[config.mk]
export PLATFORM = sky130hd
export DESIGN_NAME = i2c_target_fifo
export DESIGN_NICKNAME = d
export VERILOG_FILES = /design/src/rtl/i2c_pkg.sv /design/src/rtl/i2c_bus_sync.sv /design/src/rtl/i2c_target_fifo.sv
export SDC_FILE = /design/constraint.sdc
export NUM_CORES = 1
export LEC_CHECK = 0
export CAP_MARGIN = 10
export CORE_MARGIN = 3
export CORE_UTILIZATION = 35
export CTS_BUF_LIST = sky130_fd_sc_hd__clkbuf_16
export DETAILED_ROUTE_END_ITERATION = 8
export SYNTH_ARGS = -nofsm -noshare
export SYNTH_HDL_FRONTEND = slang
export SYNTH_SLANG_ARGS = --single-unit
[constraint.sdc]
create_clock -name clk -period 3.4 [get_ports clk]
set_clock_uncertainty 0.1 [all_clocks]
set_input_delay 0.51 -clock clk [delete_from_list [all_inputs] [get_ports clk]]
set_output_delay 0.51 -clock clk [all_outputs]
set_load 0.1 [all_outputs]
[src/rtl/i2c_pkg.sv]
// i2c_pkg: state encoding and shared constants for the I2C target.
package i2c_pkg;

  typedef enum logic [2:0] {
    IDLE,
    ADDR,
    ADDR_ACK,
    WR_DATA,
    WR_ACK,
    RD_DATA,
    RD_ACK,
    WAIT_STOP
  } i2c_tgt_state_t;

  localparam logic [3:0] BIT_COUNT_MAX = 4'd7;
  localparam logic [3:0] RD_BITS       = 4'd8;
  localparam logic [6:0] GEN_CALL_ADDR = 7'h00;

endpackage

[src/rtl/i2c_bus_sync.sv]
// i2c_bus_sync: 2-FF synchronisers for SCL/SDA plus registered edge and
// START/STOP pulses. Pulses appear 3 clk after the pad transition and are
// aligned with the delayed SDA level on the sda output.
module i2c_bus_sync (
  input  logic clk,
  input  logic rst,
  input  logic scl_i,
  input  logic sda_i,
  output logic sda,
  output logic scl_rise,
  output logic scl_fall,
  output logic start,
  output logic stop
);

  logic [1:0] scl_ff;
  logic [1:0] sda_ff;
  logic       scl_d;
  logic       sda_d;

  assign sda = sda_d;

  // Synchronise the pads (idle-high reset) and derive one-cycle bus events.
  always_ff @(posedge clk or posedge rst) begin
    if (rst) begin
      scl_ff   <= 2'b11;
      sda_ff   <= 2'b11;
      scl_d    <= 1'b1;
      sda_d    <= 1'b1;
      scl_rise <= 1'b0;
      scl_fall <= 1'b0;
      start    <= 1'b0;
      stop     <= 1'b0;
    end else begin
      scl_ff   <= {scl_ff[0], scl_i};
      sda_ff   <= {sda_ff[0], sda_i};
      scl_d    <= scl_ff[1];
      sda_d    <= sda_ff[1];
      scl_rise <= scl_ff[1] & ~scl_d;
      scl_fall <= ~scl_ff[1] & scl_d;
      start    <= scl_ff[1] & scl_d & ~sda_ff[1] & sda_d;
      stop     <= scl_ff[1] & scl_d & sda_ff[1] & ~sda_d;
    end
  end

endmodule

[src/rtl/i2c_target_fifo.sv]
// i2c_target_fifo: I2C target with masked address match, write/read byte
// streams and optional clock stretching (define I2C_TARGET_CLK_STRETCH_EN).
module i2c_target_fifo
  import i2c_pkg::*;
#(
  parameter logic [6:0] SLAVE_ADDRESS = 7'h21,
  parameter logic [6:0] ADDR_MASK     = 7'h7F,
  parameter logic       GEN_CALL      = 1'b0
) (
  input  logic       clk,
  input  logic       rst,
  input  logic       scl_i,
  input  logic       sda_i,
  output logic       scl_o,
  output logic       sda_o,
  output logic [7:0] rx_data,
  output logic       rx_first,
  output logic       rx_valid,
  input  logic       rx_ready,
  input  logic [7:0] tx_data,
  input  logic       tx_valid,
  output logic       tx_ready,
  output logic [6:0] matched_addr,
  output logic       busy,
  output logic       evt_stop,
  output logic       evt_err
);

  logic sda_s;
  logic scl_rise;
  logic scl_fall;
  logic bus_start;
  logic bus_stop;

  i2c_bus_sync u_sync (
    .clk      (clk),
    .rst      (rst),
    .scl_i    (scl_i),
    .sda_i    (sda_i),
    .sda      (sda_s),
    .scl_rise (scl_rise),
    .scl_fall (scl_fall),
    .start    (bus_start),
    .stop     (bus_stop)
  );

  i2c_tgt_state_t state;
  logic [7:0]     sh;
  logic [3:0]     bit_cnt;
  logic           rw;
  logic           ack_on;
  logic           wr_ack;
  logic           first_pending;
`ifdef I2C_TARGET_CLK_STRETCH_EN
  logic           stretch_wr;
  logic           stretch_rd;
`endif

  logic [7:0] byte_in;
  logic       addr_hit;
  logic       rx_free;
  logic       rd_enter;

  // Byte being completed, address match and read-byte fetch conditions.
  assign byte_in  = {sh[6:0], sda_s};
  assign addr_hit = ((sh[6:0] & ADDR_MASK) == (SLAVE_ADDRESS & ADDR_MASK)) ||
                    (GEN_CALL && (sh[6:0] == GEN_CALL_ADDR) && !sda_s);
  assign rx_free  = !rx_valid || rx_ready;
  assign rd_enter = scl_fall && ack_on &&
                    ((state == ADDR_ACK && rw) || state == RD_ACK);

  // Protocol FSM; bus START/STOP handling is last so it overrides any state.
  always_ff @(posedge clk or posedge rst) begin
    if (rst) begin
      state         <= IDLE;
      scl_o         <= 1'b1;
      sda_o         <= 1'b1;
      rx_data       <= 8'h00;
      rx_first      <= 1'b0;
      rx_valid      <= 1'b0;
      tx_ready      <= 1'b0;
      matched_addr  <= 7'h00;
      busy          <= 1'b0;
      evt_stop      <= 1'b0;
      evt_err       <= 1'b0;
      sh            <= 8'h00;
      bit_cnt       <= 4'd0;
      rw            <= 1'b0;
      ack_on        <= 1'b0;
      wr_ack        <= 1'b0;
      first_pending <= 1'b0;
`ifdef I2C_TARGET_CLK_STRETCH_EN
      stretch_wr    <= 1'b0;
      stretch_rd    <= 1'b0;
`endif
    end else begin
      tx_ready <= 1'b0;
      evt_stop <= 1'b0;
      evt_err  <= 1'b0;
      if (rx_valid && rx_ready) rx_valid <= 1'b0;

      case (state)
        ADDR: begin
          if (scl_rise) begin
            sh      <= byte_in;
            bit_cnt <= bit_cnt + 4'd1;
            if (bit_cnt == BIT_COUNT_MAX) begin
              ack_on <= 1'b0;
              rw     <= sda_s;
              if (addr_hit) begin
                state         <= ADDR_ACK;
                matched_addr  <= sh[6:0];
                busy          <= 1'b1;
                first_pending <= 1'b1;
              end else begin
                state <= WAIT_STOP;
                busy  <= 1'b0;
              end
            end
          end
        end

        ADDR_ACK: begin
          if (scl_fall) begin
            if (!ack_on) begin
              sda_o  <= 1'b0;
              ack_on <= 1'b1;
            end else begin
              sda_o   <= 1'b1;
              bit_cnt <= 4'd0;
              state   <= rw ? RD_DATA : WR_DATA;
            end
          end
        end

        WR_DATA: begin
          if (scl_rise) begin
            sh      <= byte_in;
            bit_cnt <= bit_cnt + 4'd1;
            if (bit_cnt == BIT_COUNT_MAX) begin
              state  <= WR_ACK;
              ack_on <= 1'b0;
              if (rx_free) begin
                rx_data       <= byte_in;
                rx_valid      <= 1'b1;
                rx_first      <= first_pending;
                first_pending <= 1'b0;
                wr_ack        <= 1'b1;
              end else begin
`ifdef I2C_TARGET_CLK_STRETCH_EN
                wr_ack     <= 1'b1;
                stretch_wr <= 1'b1;
`else
                wr_ack     <= 1'b0;
                evt_err    <= 1'b1;
`endif
              end
            end
          end
        end

        WR_ACK: begin
`ifdef I2C_TARGET_CLK_STRETCH_EN
          // Deferred byte lands as soon as the holding register frees up.
          if (stretch_wr && rx_free) begin
            rx_data       <= sh;
            rx_valid      <= 1'b1;
            rx_first      <= first_pending;
            first_pending <= 1'b0;
            stretch_wr    <= 1'b0;
            scl_o         <= 1'b1;
          end
`endif
          if (scl_fall) begin
            if (!ack_on) begin
              sda_o  <= !wr_ack;
              ack_on <= 1'b1;
`ifdef I2C_TARGET_CLK_STRETCH_EN
              if (stretch_wr && !rx_free) scl_o <= 1'b0;
`endif
            end else begin
              sda_o   <= 1'b1;
              bit_cnt <= 4'd0;
              state   <= WR_DATA;
            end
          end
        end

        RD_DATA: begin
`ifdef I2C_TARGET_CLK_STRETCH_EN
          if (stretch_rd && tx_valid) begin
            sda_o      <= tx_data[7];
            sh         <= {tx_data[6:0], 1'b0};
            bit_cnt    <= 4'd1;
            tx_ready   <= 1'b1;
            scl_o      <= 1'b1;
            stretch_rd <= 1'b0;
          end
`endif
          if (scl_fall) begin
            if (bit_cnt == RD_BITS) begin
              sda_o  <= 1'b1;
              ack_on <= 1'b0;
              state  <= RD_ACK;
            end else begin
              sda_o   <= sh[7];
              sh      <= {sh[6:0], 1'b0};
              bit_cnt <= bit_cnt + 4'd1;
            end
          end
        end

        RD_ACK: begin
          if (scl_rise) begin
            if (sda_s) state <= WAIT_STOP;
            else       ack_on <= 1'b1;
          end
        end

        default: ;
      endcase

      // Fetch the next read byte on the falling edge that opens it.
      if (rd_enter) begin
        state <= RD_DATA;
        if (tx_valid) begin
          sda_o    <= tx_data[7];
          sh       <= {tx_data[6:0], 1'b0};
          bit_cnt  <= 4'd1;
          tx_ready <= 1'b1;
        end else begin
`ifdef I2C_TARGET_CLK_STRETCH_EN
          sda_o      <= 1'b1;
          scl_o      <= 1'b0;
          stretch_rd <= 1'b1;
`else
          sda_o   <= 1'b1;
          sh      <= 8'hFE;
          bit_cnt <= 4'd1;
          evt_err <= 1'b1;
`endif
        end
      end

      if (bus_stop) begin
        state    <= IDLE;
        sda_o    <= 1'b1;
        scl_o    <= 1'b1;
        busy     <= 1'b0;
        evt_stop <= busy;
`ifdef I2C_TARGET_CLK_STRETCH_EN
        stretch_wr <= 1'b0;
        stretch_rd <= 1'b0;
`endif
      end else if (bus_start) begin
        state         <= ADDR;
        bit_cnt       <= 4'd0;
        sda_o         <= 1'b1;
        scl_o         <= 1'b1;
        first_pending <= 1'b1;
`ifdef I2C_TARGET_CLK_STRETCH_EN
        stretch_wr <= 1'b0;
        stretch_rd <= 1'b0;
`endif
      end
    end
  end

endmodule

* Word-level counts from Yosys, hierarchy flattened
Index checks and enable logic that the tools add are counted.
** Storage, ports and cells
- Logic and storage cells :: 178
- Bits in registers :: 52
- Output and inout bits :: 23
- Input port bits :: 14
** Operators by class
- Reductions and logical operators :: 27
- Add/sub/neg operators :: 1
- Bitwise gates (word level) :: 11
- Muxes and demuxes :: 83
- Eq/ne operators :: 31
** Operators by type and width (count)
- $mux 3 :: 17
- $mux 1 :: 47
- $mux 8 :: 5
- $ne 5x2->1 const B :: 7
- $mux 4 :: 8
- $ne 5x3->1 const B :: 5
- $pmux 3 s6 :: 1
- $pmux 8 s2 :: 1
- $reduce_and 4->1 :: 4
- $reduce_and 13->1 :: 1
- $pmux 4 s3 :: 1
- $ne 2x1->1 const B :: 5
- $eq 3x3->1 const B :: 3
- $reduce_and 3->1 :: 3
- $reduce_bool 9->1 :: 1
- $reduce_and 8->1 :: 1
- $reduce_bool 2->1 :: 4
- $and 1x1->1 :: 7
- $eq 7x6->1 const B :: 1
- $eq 3x2->1 const B :: 2
- $reduce_bool 6->1 :: 1
- $add 4x1->4 const B :: 1
- $eq 4x3->1 const B :: 1
- $eq 4x4->1 const B :: 1
- 15 further kinds :: 25

* Depth between registers and ports, before layout
Gate-level depths: netlist (run 1).
- Depth after elaboration :: 8
- Depth in mapped cells :: 7
- Mapped depth without buffers :: 6

* By module
A second synthesis (run 1) with hierarchy kept.
** Unflattened totals
- Cell total of the unflattened synthesis :: 230
- Area total of the unflattened synthesis :: 2503.7 um^2
** Modules (own cells, without submodules)
- i2c_target_fifo :: cells each 215, sequential area each 1027.2 um^2, times used 1, area each 2209.6 um^2
- i2c_bus_sync :: cells each 15, sequential area each 257.7 um^2, times used 1, area each 294.0 um^2

* Least setup slack after synthesis (run 1)
Ideal clock, no wire load.
- Path type :: flip-flop to flip-flop
- Start point :: reg rx_valid
- End point :: reg rx_data[0]
- Period minus slack after synthesis :: 1.924 ns
- Slack :: 1.476 ns
- Data arrival time :: 1.695 ns
- Buffers on the path :: 0
- Cell stages (with the launch flop) :: 4
- Setup time :: 0.128 ns
- Required time :: 3.172 ns
- Cells stage by stage :: dfrtp_1 > nand2b_1 > nand3_4 > mux2_1
** On the way
- Cells in the longest elaborated chain, start to end :: 3
** RTL lines
- start, declared :: RTL line i2c_target_fifo.sv:18 : output logic rx_valid,
- start signal, assigned :: RTL line i2c_target_fifo.sv:80 : rx_valid <= 1'b0;
- start signal, assigned :: RTL line i2c_target_fifo.sv:100 : if (rx_valid && rx_ready) rx_valid <= 1'b0;
- start signal, assigned :: RTL line i2c_target_fifo.sv:145 : rx_valid <= 1'b1;
- $logic_not 1->1 :: RTL line i2c_target_fifo.sv:68 : assign rx_free = !rx_valid || rx_ready;
- $logic_or 1x1->1 :: RTL line i2c_target_fifo.sv:68
- $reduce_and 4->1 (no source line)
- end signal, assigned :: RTL line i2c_target_fifo.sv:144 : rx_data <= byte_in;
- end, declared :: RTL line i2c_target_fifo.sv:16 : output logic [7:0] rx_data,
Every way passes these cells.
A chain may end at the register's enable or synchronous reset.

* Worst setup path after layout (run 1)
- Start point :: reg busy
- End point :: out busy
** RTL lines
- start, declared :: RTL line i2c_target_fifo.sv:24 : output logic busy,
- start signal, assigned :: RTL line i2c_target_fifo.sv:83 : busy <= 1'b0;
- start signal, assigned :: RTL line i2c_target_fifo.sv:113 : busy <= 1'b1;
- start signal, assigned :: RTL line i2c_target_fifo.sv:117 : busy <= 1'b0;
No word-level cell between the ends.

==> qor.csv, run 1 <==
stage;metric;value;unit
run_status;status;completed;
die;die_height;90.75;microns
clock_tree;hold_buffers;0;
clock_tree;cts-root-buf;clkbuf_16;
die;io_pins;37;
clock_tree;clk_pin_slew_worst_paths;0.07;ns
synth;syn_inst;227;
synth;ys_seq_area_share;51.12;%
timing;hold_viol_final;0;
min_path;min-delay-start;u_sync.scl_ff[0];
timing;fin_crit;2.395;ns
power_and_ir_drop;peakVddDrop;404.2;uV
worst_setup_path;crit_family;buffers and inverters;
worst_setup_path;slowest_stage;clkdlybuf4s50_1;
power_and_ir_drop;comb_power_share;25.5;%
finish;fillCellCount;643;
finish;multi_input_comb_area;1114;sq um
worst_setup_path;end_kind;output pin;
synth;synth_top_area_share;43.80;%
finish;area_growth;23.15;%
flow_run;drv_cap;0;
worst_setup_path;startpoint_type;flip-flop;
routing;wl;5184;microns
routing;viasPerCell;5.285;
synth;synth_ff_type;dfrtp_1;
timing;setup_viol;0;
routing;wl_met1;2530;microns
place;hpwl;3625;microns
finish;utilization;45.06;%
min_path;hold_end;u_sync.scl_ff[1];
synth;syn_area;2514;sq um
worst_setup_path;path_class;reg2out;
routing;top_layer_used;met4;
clock_tree;postCtsSetupBuffers;0;
worst_setup_path;reg2reg_to;bit_cnt[2];
worst_setup_path;crit_arrival;1.79;ns
worst_setup_path;crit_buf_inv;1;
clock_tree;cts_buffers;5;
synth;synth.avg_cell_area;11.07;sq um
worst_setup_path;critPathMaxStageDelay;1.14;ns
synth;synth_largest_area_cell;dfrtp_1;
clock_tree;clock_sinks;51;
timing;min_period_over_period;70.45;%
finish;fin_nets;274;
grt;grt_pass1_vias;1833;
power_and_ir_drop;seqPwrFrac;44.5;%
grt;grt_start_max_net_pins;52;
place;gp_congestion;0.8494;
routing;dr_wl_met3;183;microns
worst_setup_path;r2r_slack;1.06;ns
clock_tree;h-tree-depth;2;
timing;tightest_slew;0.9758;ns
die;core-area;6869;sq um
clock_tree;clk_latency;0.29;ns
worst_setup_path;worst_ep_required_time;2.79;ns
timing;slew_headroom;34.74;%
synth;async_flop_share;100.0;%
synth;synth_fp_nets;243;
synth;ys_warn_count;0;
clock_tree;cts.repair.resized;0;
grt;gr-total-overflow;0;
die;die-area;8235;sq um
routing;dr.pass1.iters;4;
place;dp.cells;347;
synth;ys_top_cells_by_count;44 x dfrtp_1, 11 x mux2_1, 11 x nor2_1, 11 x o21ai_0, 9 x nand2_1;
finish;antenna_cells;0;
routing;met2_length;2428;microns
timing;drv_slew;0;
grt;antenna_found_initial;0;
die;start_util;36.59;%
power_and_ir_drop;leakage;1.313;nW
routing;drc;0;
clock_tree;cts_tree;built;
finish;seq_area;1285;sq um
routing;postRouteAntennaNets;0;
power_and_ir_drop;power_switching;0.0006354;W
worst_setup_path;rr_worst_depth;4;
grt;grt_pass1_wl;9073;microns
routing;wl_per_cell;14.60;microns
min_path;hold_class;reg2reg;
power_and_ir_drop;intPower;0.001279;W
timing;rsz0062_at_grt;false;
synth;synth_edf_count;0;
power_and_ir_drop;power_frac_clock;30.0;%
worst_setup_path;cp_num_cells;1;
synth;ys_types;61;
worst_setup_path;cp_max_fo;3;
timing;setup-tns-final;0;ns
die;die_x;90.75;microns
timing;max_freq;417.5;MHz
synth;synth_area_leaders;dfrtp_1 44%, dfstp_2 7.3%, mux2_1 4.9%, a211o_1 2.8%, o221a_1 2.7%;
place;io_buffers;35;
synth;synth.most_common_cell;dfrtp_1;
die;rows;30;
power_and_ir_drop;fin_total_pwr;0.001915;W
worst_setup_path;r2r-start;state[2];
synth;ys_ff_latch;51;
worst_setup_path;path_cells;clkdlybuf4s50_1;
finish;drive_gt1_share;10.81;%
routing;drtIter0Drc;244;
power_and_ir_drop;switching_share;33.18;%
routing;vias;1876;
clock_tree;ctsLongestPathBuffers;2;
min_path;whs_path_depth;0;
grt;grt_usage;13.43;%
power_and_ir_drop;p_per_area;618.6;nW/um^2
finish;finalNonFillerCells;355;
cell usage in the layout, fill, tap and decap left out, drive strengths merged, types with 4 or more instances in the layout:
cell type	n
nor2b	5
nor3b	4
nand3	9
dfstp	7
clkbuf	5
o21ai	13
nand2	9
clkdlybuf4s50	34
nand2b	8
o221a	6
mux2	11
nor2	12
a21oi	8
a211o	8
and2	9
buf	4
dfrtp	44
inv	10
a31oi	5
kinds of logic after synthesis:
kind of cell             Yosys count  synth area share, %
AND/OR/NAND/NOR                   73                18.32
AO/OA/AOI/OAI                     64                19.16
flip-flops                        51                51.12
buffers and inverters             23                4.579
multiplexers                      12                5.326
adder cells (fa/ha/maj)            2               0.9954
other                              1               0.1492
XOR/XNOR                           1               0.3485
flip-flops by register name, summed over array words and instances, names as in the netlist, 2 cells and up:
| register | cells |
|---|---|
| u_sync.sda_ff | 2 |
| sh | 8 |
| bit_cnt | 4 |
| state | 3 |
| u_sync.scl_ff | 2 |
| matched_addr | 7 |
| rx_data | 8 |
layout make-up:
| cell class | count | share of cell area, % |
|---|---|---|
| Sequential cell | 51 | 41.51 |
| Clock buffer | 5 | 4.042 |
| Inverter | 9 | 1.091 |
| Timing Repair Buffer | 38 | 11.96 |
| Multi-Input combinational cell | 153 | 35.97 |
| Tap cell | 96 | 3.880 |
| Clock inverter | 3 | 1.536 |
how the worst max path moves through the flow:
| stage | start | endpoint |
|---|---|---|
| 4_1_cts | busy | busy |
| 5_1_grt | state[2] | bit_cnt[2] |
| 6_report | busy | busy |
| 3_3_place_gp | state[2] | sh[5] |
| 3_5_place_dp | state[2] | bit_cnt[2] |
| 2_1_floorplan | rx_valid | rx_data[0] |
metal layers:
layer	track usage [%]	vias to the layer above
met5	0	-
met4	4.464	0
met3	2.417	4
met2	20.38	42
met1	19.27	935
li1	-	895
power groups by stage:
stage,clock network [W],logic (W),registers (W)
6_report,0.000575,0.000488,0.000852
3_5_place_dp,0,0.000486,0.000860
2_1_floorplan,0,0.000445,0.000792
4_1_cts,0.000595,0.000490,0.000849
5_1_grt,0.000617,0.000549,0.000874
3_3_place_gp,0,0.000488,0.000859
through the flow:
step / setup WS, ns / hold slack (ns) / cell area (sq um)
global route: 0.8042 / 0.2594 / 3095
global placement: 1.207 / 0.2465 / 2923
finish: 1.005 / 0.2580 / 3095
CTS: 0.9837 / 0.2584 / 3095
floorplan: 1.476 / 0.2452 / 2514
detailed placement: 1.102 / 0.2479 / 2923
No activity file was read; power rests on OpenSTA's default activity.
==> run 2: changes to the inputs <==
Clock period 3.4 ns to 2 ns, I/O delays scaled along.
==> qor.csv, run 2 (synthesized netlist as in run 1, its figures left out) <==
stage;metric;value;unit;change
timing;setup_viol;0;;unchanged
clock_tree;clk_latency;0.29;ns;about the same
grt;gr-total-overflow;0;;unchanged
finish;utilization;45.74;%;was 45.06%
routing;vias;1855;;was 1,876
power_and_ir_drop;leakage;1.418;nW;was 1.313 nW
grt;antenna_found_initial;0;;unchanged
die;die_x;90.75;microns;unchanged
finish;fillCellCount;641;;was 643
clock_tree;ctsLongestPathBuffers;2;;unchanged
finish;area_growth;24.99;%;was 23.15%
grt;grt_pass1_wl;9535;microns;was 9073 microns
worst_setup_path;crit_path_start;bit_cnt[0];;was busy
worst_setup_path;worst_ep_required_time;2.06;ns;was 2.79 ns
timing;min_period_over_period;92.71;%;
grt;grt_start_max_net_pins;23;;was 52
clock_tree;cts_buffers;5;;unchanged
finish;reg.largest.list;rx_data: 8 flops, sh: 8 flops, matched_addr: 7 flops;;unchanged
power_and_ir_drop;p_per_area;1059;nW/um^2;was 618.6 nW/um^2
clock_tree;hold_buffers;0;;unchanged
finish;drive_gt1_share;22.22;%;was 10.81%
clock_tree;h-tree-depth;2;;unchanged
timing;setup-tns-final;0;ns;unchanged
worst_setup_path;startpoint_type;flip-flop;;unchanged
min_path;hold_class;in2async;;was reg2reg
place;gp_congestion;0.8366;;was 0.8494
worst_setup_path;crit_family;simple AND/OR/NAND/NOR gates;;was buffers and inverters
timing;hold_viol_final;0;;unchanged
worst_setup_path;critPathMaxStageDelay;0.40;ns;was 1.14 ns
place;io_buffers;35;;unchanged
worst_setup_path;crit_buf_inv;0;;was 1
die;core-area;6869;sq um;unchanged
worst_setup_path;path_cells;ha_1, and4b_1, and2_2, nand3_4, mux2_1;;was clkdlybuf4s50_1
worst_setup_path;slowest_stage;dfrtp_1;;was clkdlybuf4s50_1
clock_tree;clock_sinks;51;;unchanged
routing;drc;0;;unchanged
timing;rsz0062_at_grt;false;;unchanged
finish;fin_nets;285;;was 274
worst_setup_path;r2r-start;bit_cnt[0];;was state[2]
power_and_ir_drop;peakVddDrop;539.4;uV;was 404.2 uV
die;start_util;36.59;%;unchanged
timing;max_freq;539.3;MHz;
grt;grt_pass1_vias;1814;;was 1,833
finish;layout_common_cells;44 x dfrtp_1, 34 x buf_4, 13 x clkdlybuf4s50_1;;was 44 x dfrtp_1, 34 x clkdlybuf4s50_1, 11 x o21ai_0, 11 x nor2_1, 11 x mux2_1
routing;wl_per_cell;15.26;microns;was 14.60 microns
clock_tree;cts_tree;built;;unchanged
finish;finalNonFillerCells;366;;was 355
worst_setup_path;path_class;reg2reg;;was reg2out
clock_tree;clk_pin_slew_worst_paths;0.07;ns;about the same
grt;grt_usage;14.16;%;was 13.43%
die;io_pins;37;;unchanged
finish;antenna_cells;0;;unchanged
worst_setup_path;crit_arrival;1.92;ns;was 1.79 ns
routing;dr.pass1.iters;4;;unchanged
die;die_height;90.75;microns;unchanged
routing;drtIter0Drc;103;;was 244
clock_tree;cts-root-buf;clkbuf_16;;unchanged
timing;fin_crit;1.854;ns;
timing;drv_slew;0;;unchanged
finish;seq_area;1285;sq um;unchanged
die;rows;30;;unchanged
finish;multi_input_comb_area;1114;sq um;unchanged
finish;final_common_cell;dfrtp_1;;unchanged
worst_setup_path;cp_max_fo;10;;was 3
flow_run;drv_cap;0;;unchanged
worst_setup_path;end_kind;flip-flop;;was output pin
die;die-area;8235;sq um;unchanged
routing;wl;5585;microns;was 5184 microns
routing;viasPerCell;5.068;;was 5.285
routing;postRouteAntennaNets;0;;unchanged
place;dp.cells;358;;was 347
place;hpwl;4055;microns;was 3625 microns
power_and_ir_drop;fin_total_pwr;0.003326;W;was 0.001915 W
run_status;status;completed;;unchanged
[run 2: worst paths after layout]
| path | slack [ns] | cells after the start | end |
|---|---|---|---|
| setup reg to reg | 0.15 | 5 | rx_first |
| setup / recovery | 0.15 | 5 | rx_first |
| max in group asynchronous | 1.05 | 3 | sh[6] |
| hold reg to reg | 0.26 | 0 | u_sync.scl_ff[1] |
| min in group clk | 0.26 | 0 | u_sync.scl_ff[1] |
| hold / removal | 0.25 | 2 | state[0] |
[run 2: repair_timing]
action,CTS,global route
gates resized for setup,0,1
setup buffers,0,0
setup endpoints to repair,0,7
[run 2: layer usage]
layer / vias to the layer above / track usage, % / part of all wire, %
met2: 31 / 21.49 / 45
met1: 908 / 20.35 / 50
met4: 0 / 4.592 / 1.4
met5: - / 0 / 0
met3: 6 / 2.583 / 3.1
li1: 910 / - / -
[run 2: cell type report]
type / count / area share, %
flip-flops and latches: 51 / 40.90
multi-input cells: 153 / 35.44
repair buffers: 49 / 13.54
clock buffers: 5 / 3.982
well taps: 96 / 3.823
clock inverters: 3 / 1.235
inverters: 9 / 1.075
[run 2: worst register-to-register path, cell delays in order (launching register included)]
cell and delay (ns):
dfrtp_1 0.40, ha_1 0.24, and4b_1 0.23, and2_2 0.25
nand3_4 0.17, mux2_1 0.35
[run 2: metrics by stage]
| step | hold WS, ns | area [sq um] | setup slack [ns] |
|---|---|---|---|
| CTS | 0.2557 | 3142 | 0.05259 |
| floorplan | 0.2045 | 2514 | 0.07637 |
| finish | 0.2472 | 3142 | 0.1457 |
| global placement | 0.2467 | 2978 | 0.1127 |
| detailed placement | 0.2472 | 2978 | 0.05938 |
| global route | 0.2643 | 3142 | 0.03841 |
[run 2: report_power, final]
part	internal, W	leakage [nW]	switching (W)
sequential	0.00119	0.638	0.000169
combinational	0.000455	0.698	0.000561
clock	0.000584	0.0812	0.000370
==> run 3: changes to the inputs <==
Settings changed: PLACE_DENSITY set to 0.55.
==> qor.csv, run 3 (synthesized netlist as in run 1, its figures left out) <==
stage;metric;value;unit;change
finish;fin_nets;295;;was 285
grt;gr-total-overflow;0;;unchanged
power_and_ir_drop;comb_power_share;33.6;%;was 30.5%
die;die-area;8235;sq um;unchanged
clock_tree;ctsLongestPathBuffers;2;;unchanged
routing;drtIter0Drc;123;;was 103
finish;area_growth;27.82;%;was 24.99%
timing;setup_viol;0;;unchanged
clock_tree;cts.repair.resized;0;;unchanged
grt;grt_start_max_net_pins;21;;was 23
grt;grt_pass1_vias;1982;;was 1,814
finish;multi_input_comb_area;1114;sq um;unchanged
die;start_util;36.59;%;unchanged
routing;postRouteAntennaNets;0;;unchanged
timing;fin_crit;1.873;ns;was 1.854 ns
power_and_ir_drop;peakVddDrop;363.4;uV;was 539.4 uV
timing;rsz0062_at_grt;false;;unchanged
timing;max_freq;533.9;MHz;was 539.3 MHz
grt;grt_pass1_wl;10210;microns;was 9535 microns
power_and_ir_drop;p_per_area;1043;nW/um^2;was 1059 nW/um^2
timing;hold_viol_final;0;;unchanged
grt;grt_usage;15.57;%;was 14.16%
place;dp.cells;368;;was 358
routing;vias;1938;;was 1,855
routing;wl_per_cell;16.10;microns;was 15.26 microns
die;die_height;90.75;microns;unchanged
place;gp_congestion;0.8664;;was 0.8366
worst_setup_path;path_class;reg2reg;;unchanged
die;rows;30;;unchanged
worst_setup_path;rr_worst_depth;7;;was 5
worst_setup_path;crit_arrival;1.96;ns;was 1.92 ns
worst_setup_path;worst_ep_required_time;2.08;ns;was 2.06 ns
run_status;status;completed;;unchanged
die;core-area;6869;sq um;unchanged
place;io_buffers;35;;unchanged
routing;viasPerCell;5.154;;was 5.068
power_and_ir_drop;power_switching;0.001163;W;was 0.001100 W
timing;drv_slew;0;;unchanged
finish;layout_common_cells;44 x dfrtp_1, 43 x buf_4, 13 x clkdlybuf4s50_1;;was 44 x dfrtp_1, 34 x buf_4, 13 x clkdlybuf4s50_1
grt;antenna_found_initial;0;;unchanged
clock_tree;cts_buffers;5;;unchanged
timing;setup-tns-final;0;ns;unchanged
clock_tree;hold_buffers;0;;unchanged
worst_setup_path;cp_max_fo;8;;was 10
finish;fillCellCount;656;;was 641
power_and_ir_drop;leakage;1.463;nW;was 1.418 nW
clock_tree;postCtsSetupBuffers;0;;unchanged
routing;drc;0;;unchanged
finish;final_common_cell;dfrtp_1;;unchanged
worst_setup_path;slowest_stage;dfrtp_1;;unchanged
timing;min_period_over_period;93.65;%;was 92.71%
die;io_pins;37;;unchanged
finish;drive_gt1_share;25.00;%;was 22.22%
clock_tree;h-tree-depth;2;;unchanged
power_and_ir_drop;seqPwrFrac;40.5;%;was 40.8%
clock_tree;cts-root-buf;clkbuf_16;;unchanged
worst_setup_path;r2r-start;bit_cnt[0];;unchanged
worst_setup_path;path_cells;inv_1, ha_1, nand3b_1, a31o_1, buf_4, a211o_1, o221a_1;;was ha_1, and4b_1, and2_2, nand3_4, mux2_1
clock_tree;clock_sinks;51;;unchanged
flow_run;drv_cap;0;;unchanged
die;die_x;90.75;microns;unchanged
power_and_ir_drop;intPower;0.002188;W;was 0.002226 W
routing;dr.pass1.iters;4;;unchanged
place;hpwl;4462;microns;was 4055 microns
clock_tree;clk_pin_slew_worst_paths;0.07;ns;about the same
worst_setup_path;end_kind;flip-flop;;unchanged
min_path;hold_class;in2async;;unchanged
worst_setup_path;critPathMaxStageDelay;0.40;ns;about the same
finish;antenna_cells;0;;unchanged
clock_tree;cts_tree;built;;unchanged
finish;reg.largest.list;rx_data: 8 flops, sh: 8 flops, matched_addr: 7 flops;;unchanged
timing;tightest_slew;0.5641;ns;
clock_tree;clk_latency;0.29;ns;about the same
power_and_ir_drop;power_frac_clock;25.9;%;was 28.7%
worst_setup_path;startpoint_type;flip-flop;;unchanged
worst_setup_path;r2r_slack;0.13;ns;was 0.15 ns
routing;wl;6055;microns;was 5585 microns
finish;finalNonFillerCells;376;;was 366
power_and_ir_drop;switching_share;34.69;%;was 33.07%
timing;slew_headroom;62.32;%;
finish;seq_area;1285;sq um;unchanged
worst_setup_path;reg2reg_to;sh[2];;was rx_first
## run 3: cell count changes in the layout (fill, tap and decap cells not counted)
cell       change
a31o_1         +1
inv_6          +2
a31o_2         -1
buf_4          +9
buf_12         +1
clkinv_1       -1
bufinv_16      -1
## run 3: worst max path at each step
stage / end / startpoint / cells past startpoint / slack, ns
final: sh[2] / bit_cnt[0] / 7 / 0.13
after global routing: sh[3] / bit_cnt[0] / 7 / 0.01
after CTS: sh[2] / bit_cnt[0] / 7 / 0.13
after detailed placement: sda_o / tx_valid / 4 / 0.11
after global placement: sda_o / tx_valid / 4 / 0.11
after floorplan: rx_data[0] / rx_valid / 3 / 0.08
## run 3: area by class of cell
cell class,instances,area share [%]
Tap cell,96,3.738
Sequential cell,51,39.99
Clock buffer,5,3.894
Multi-Input combinational cell,153,34.66
Inverter,9,1.051
Clock inverter,3,0.7009
Timing Repair Buffer,59,15.97
## run 3: power by group through the flow
stage	Combinational, W	Sequential, W	Clock [W]
final	0.00113	0.00136	0.000868
after global routing	0.00123	0.00138	0.000927
after CTS	0.00112	0.00135	0.000894
after detailed placement	0.00111	0.00137	0
after global placement	0.00111	0.00137	0
after floorplan	0.000756	0.00135	0
## run 3: per-stage QoR
| stage | util, % | hold WS, ns | setup WS (ns) | power [W] | area, sq um |
|---|---|---|---|---|---|
| after floorplan | - | 0.2045 | 0.07637 | 0.002102 | 2514 |
| after global placement | 44.63 | 0.2459 | 0.1066 | 0.002486 | 3065 |
| after detailed placement | 44.63 | 0.2475 | 0.1145 | 0.002485 | 3065 |
| after CTS | 46.78 | 0.2198 | 0.1294 | 0.003368 | 3213 |
| after global routing | 46.78 | 0.2364 | 0.01245 | 0.003534 | 3213 |
| final | 46.78 | 0.2100 | 0.1269 | 0.003351 | 3213 |
## run 3: routing by layer
metal,wire length [microns],global-route usage (%),up-vias
met4,85,5.485,0
li1,-,-,936
met1,2948,22.39,939
met3,249,3.000,7
met2,2771,23.29,56
met5,0,0,-
## run 3: critical path, delay by kind of cell, from the launching register on
family / cells / cell delay, ns
adder cells (fa/ha/maj): 1 / 0.15
AND/OR/NAND/NOR: 1 / 0.10
AO/OA/AOI/OAI: 3 / 0.71
buffers and inverters: 2 / 0.29
flip-flops: 1 / 0.40
